### config.mk
export PLATFORM = sky130hd
export DESIGN_NAME = seq_multiplier_16bit
export DESIGN_NICKNAME = d
export VERILOG_FILES = /design/src/rtl/arith_pkg.sv /design/src/rtl/full_adder_32bit.sv /design/src/rtl/seq_multiplier_16bit.sv
export SDC_FILE = /design/constraint.sdc
export NUM_CORES = 1
export LEC_CHECK = 0
export BUFFER_PORTS_ARGS = -buffer_cell sky130_fd_sc_hd__buf_2
export CORE_AREA = 2 2 111 113
export CTS_CLUSTER_DIAMETER = 30
export CTS_CLUSTER_SIZE = 16
export DETAILED_ROUTE_END_ITERATION = 8
export DIE_AREA = 0 0 113 115
export GPL_TIMING_DRIVEN = 0
export PLACE_DENSITY_LB_ADDON = 0.05
export SYNTH_ARGS = -nofsm -noshare
export SYNTH_HDL_FRONTEND = slang
export SYNTH_HIERARCHICAL = 1
export SYNTH_SLANG_ARGS = --single-unit
export TNS_END_PERCENT = 10
### constraint.sdc
create_clock -name clk -period 16.4 [get_ports clk]
set_input_delay 3.28 -clock clk [delete_from_list [all_inputs] [get_ports clk]]
set_output_delay 3.28 -clock clk [all_outputs]
set_load 0.005 [all_outputs]
### src/rtl/arith_pkg.sv
// Shared arithmetic constants: operand/product widths and the multiplier FSM encodings.
package arith_pkg;

  localparam int MUL_W  = 16;
  localparam int PROD_W = 32;

  localparam logic [1:0] S_IDLE = 2'd0;
  localparam logic [1:0] S_RUN  = 2'd1;
  localparam logic [1:0] S_DONE = 2'd2;

endpackage

### src/rtl/full_adder_32bit.sv
// 32-bit ripple-carry adder: sum = x + y + c_in, carry out on c_out.
module full_adder_32bit
  import arith_pkg::*;
(
  input  logic [PROD_W-1:0] x,
  input  logic [PROD_W-1:0] y,
  input  logic              c_in,
  output logic [PROD_W-1:0] sum,
  output logic              c_out
);

  logic carry;

  // Ripple the carry from bit 0 upward, one full adder per bit.
  always_comb begin
    carry = c_in;
    sum   = '0;
    for (int unsigned i = 0; i < PROD_W; i++) begin
      sum[i] = x[i] ^ y[i] ^ carry;
      carry  = (x[i] & y[i]) | (carry & (x[i] ^ y[i]));
    end
  end

  assign c_out = carry;

endmodule

### src/rtl/seq_multiplier_16bit.sv
// Unsigned 16x16 -> 32 shift-add multiplier with start/busy/done handshake.
// One iteration per clock through full_adder_32bit; 16 iterations per product.
module seq_multiplier_16bit
  import arith_pkg::*;
#(
  parameter int WIDTH = MUL_W  // only 16 is legal: the adder is fixed at 32 bits
) (
  input  logic               clk,
  input  logic               rst_n,
  input  logic               start,
  input  logic [WIDTH-1:0]   a,
  input  logic [WIDTH-1:0]   b,
  output logic               busy,
  output logic               done,
  output logic [2*WIDTH-1:0] product
);

  logic [1:0]          state;
  logic [PROD_W-1:0]   mcand;
  logic [WIDTH-1:0]    mplier;
  logic [PROD_W-1:0]   acc;
  logic [3:0]          cnt;
  logic [PROD_W-1:0]   sum;
  logic                c_out_unused;  // a 16x16 product never overflows 32 bits

  full_adder_32bit u_adder (
    .x     (acc),
    .y     (mcand),
    .c_in  (1'b0),
    .sum   (sum),
    .c_out (c_out_unused)
  );

  assign busy = (state == S_RUN);
  assign done = (state == S_DONE);

  // FSM, operand shift registers, accumulator, iteration counter and product register.
  always_ff @(posedge clk or negedge rst_n) begin
    if (!rst_n) begin
      state   <= S_IDLE;
      mcand   <= '0;
      mplier  <= '0;
      acc     <= '0;
      cnt     <= '0;
      product <= '0;
    end else begin
      case (state)
        S_IDLE: begin
          if (start) begin
            mcand  <= {{(PROD_W-WIDTH){1'b0}}, a};
            mplier <= b;
            acc    <= '0;
            cnt    <= '0;
            state  <= S_RUN;
          end
        end
        S_RUN: begin
          if (mplier[0]) acc <= sum;
          mcand  <= mcand << 1;
          mplier <= mplier >> 1;
          cnt    <= cnt + 4'd1;
          if (cnt == 4'd15) begin
            product <= mplier[0] ? sum : acc;
            state   <= S_DONE;
          end
        end
        S_DONE: begin
          // The DONE->IDLE edge doubles as an IDLE edge for start, so a held start
          // yields one operation every 17 cycles; start seen earlier in RUN is dropped.
          if (start) begin
            mcand  <= {{(PROD_W-WIDTH){1'b0}}, a};
            mplier <= b;
            acc    <= '0;
            cnt    <= '0;
            state  <= S_RUN;
          end else begin
            state <= S_IDLE;
          end
        end
        default: state <= S_IDLE;
      endcase
    end
  end

endmodule

==> results.cfg <==
[cells_and_area]
antennaDiodeCount = 0
fillers = 982
final_common_cell = dfrtp_1
drive_gt1_share_pct = 37.0
post-route-util_pct = 60.0
syn_to_final_growth_pct = 19.7
finalInstanceArea_mm2 = 0.00708
nets = 579
final_cells = 671
final_cell_mix = dfrtp_1, buf_2, a22o_1

[global_routing]
grt.overflow.total = 0
grt_pass1_vias = 3883
use_met2_pct = 29.8
use_met1_pct = 28.1
grt_usage_pct = 19.9
use_met3_pct = 5.06
top_usage_layer = met2
antenna_found_initial = 0
grt_max_degree = 64
grt_first_pass_wirelength_mm = 19.8

[setup_path]
rr_worst_depth = 38
cp_max_fo = 4
r2r_end = product[31]$_DFFE_PN0P_
path_buf_inv = 4
critPathRequiredTime_ns = 16.70
critPathKind = reg2reg
cp_top_family = adder cells
cp_data_arrival_time_ns = 13.81
r2r_setup_slack_ns = 2.89
worstSetupStartpointType = flop
cp_slowest_stage_delay_ns = 0.46
crit_path_end_kind = flop
cp.depth = 38
slowest_stage = fa_1
critPathLaunch = mcand[0]$_DFFE_PN0P_
crit_end = product[31]$_DFFE_PN0P_
r2r_start = mcand[0]$_DFFE_PN0P_
path_common_cell = fa_1

[timing]
worst_pin_slew_ns = 0.546
max_slew_margin_pct = 63.6
final.setup.tns_ns = 0
rsz0062_at_grt = false
max_freq_mhz = 74.0
final_hold_viol_count = 0
final_max_slew_viol_count = 0
clock_skew_ns = 0.00783
setup_viol = 0
fin_crit_sh_pct = 82.4
min_period_ns = 13.51

[synthesis]
ys.warnings.count = 6
syn_nets = 491
synthCells = 423
syn_area_mm2 = 0.00592
avgSynthCellArea_um2 = 14.0

[die]
coreArea_mm2 = 0.0118
start_util_pct = 50.1
pin_count = 69
die_h_um = 115
die-area_mm2 = 0.0130
std_cell_rows = 40
die_w_um = 113

[detailed_routing]
first_iter_violations = 191
wl_mm = 11.6
viasPerCell = 5.32
routedWlPerCell_um = 17.3
dr.pass1.iters = 7
vias = 3573
drc = 6
ant_nets = 0

[place]
port_buffers = 68
placed_area_mm2 = 0.00647
hpwl_mm = 7.73
gp_congestion = 0.776
place_inst = 639

[power]
vdd_ir_drop_max_uv = 81.2
power_density_mw_per_mm2 = 226
leakage_uw = 0.00352

[clock_network]
cts_tree = yes
clk_pin_slew_ns = 0.05
cts_sinks = 118
cts_resized = 0
cts_buffers = 17
root_buffer = clkbuf_16
insertion_delay_ns = 0.41
h-tree-depth = 4
postCtsSetupRepairBufs = 0
postCtsHoldBufs = 0
clock_path_buffers = 2

[run_status]
violations = design-rule violations
outcome = finished with violations

[min_path]
hp-class = reg2reg

[flow_run]
drv_cap = 0
## power by group
part	internal, µW	leakage (µW)	total (µW)	switching, µW
Sequential	423	0.00150	528	105
Clock	253	0.000309	381	128
Combinational	375	0.00171	694	319
Total	1050	0.00352	1600	552
## sequential cells by signal, summed over array words and instances, names as in the netlist
name     count
acc         32
mcand       32
cnt          4
product     32
mplier      16
state        2
## layer usage
metal | share of wire [%] | wire length [µm]
met1 | 49 | 5720
met2 | 46 | 5310
met3 | 3.6 | 414
met4 | 1.7 | 193
met5 | 0 | 0
## worst min-delay path by stage
| stage | start | end | slack (ns) | depth (start not counted) |
|---|---|---|---|---|
| floorplan | mcand[31]$_DFFE_PN0P_ | mcand[31]$_DFFE_PN0P_ | 0.47 | 1 |
| global placement | mcand[31]$_DFFE_PN0P_ | mcand[31]$_DFFE_PN0P_ | 0.49 | 1 |
| detailed placement | product[6]$_DFFE_PN0P_ | product[6]$_DFFE_PN0P_ | 0.49 | 1 |
| CTS | mcand[31]$_DFFE_PN0P_ | mcand[31]$_DFFE_PN0P_ | 0.50 | 1 |
| global route | product[21]$_DFFE_PN0P_ | product[21]$_DFFE_PN0P_ | 0.52 | 1 |
| finish | product[7]$_DFFE_PN0P_ | product[7]$_DFFE_PN0P_ | 0.50 | 1 |
## layout make-up
cell class,instances,area [µm²],share of cell area (%)
Buffer,32,215,3.04
Timing Repair Buffer,69,374,5.28
Multi-Input combinational cell,263,2710,38.3
Sequential cell,118,2950,41.7
Clock inverter,10,125,1.77
Inverter,10,37.5,0.530
Tap cell,147,184,2.60
Clock buffer,22,484,6.84
## per-stage QoR
stage | hold WS, ns | setup WS [ns] | power, µW
6_report | 0.501 | 2.89 | 1600
5_1_grt | 0.517 | 2.49 | 1730
4_1_cts | 0.503 | 2.85 | 1620
3_5_place_dp | 0.487 | 2.95 | 1230
3_3_place_gp | 0.485 | 2.93 | 1210
2_1_floorplan | 0.466 | 3.50 | 1040
Note: power is estimated with default switching activity, not from simulation.
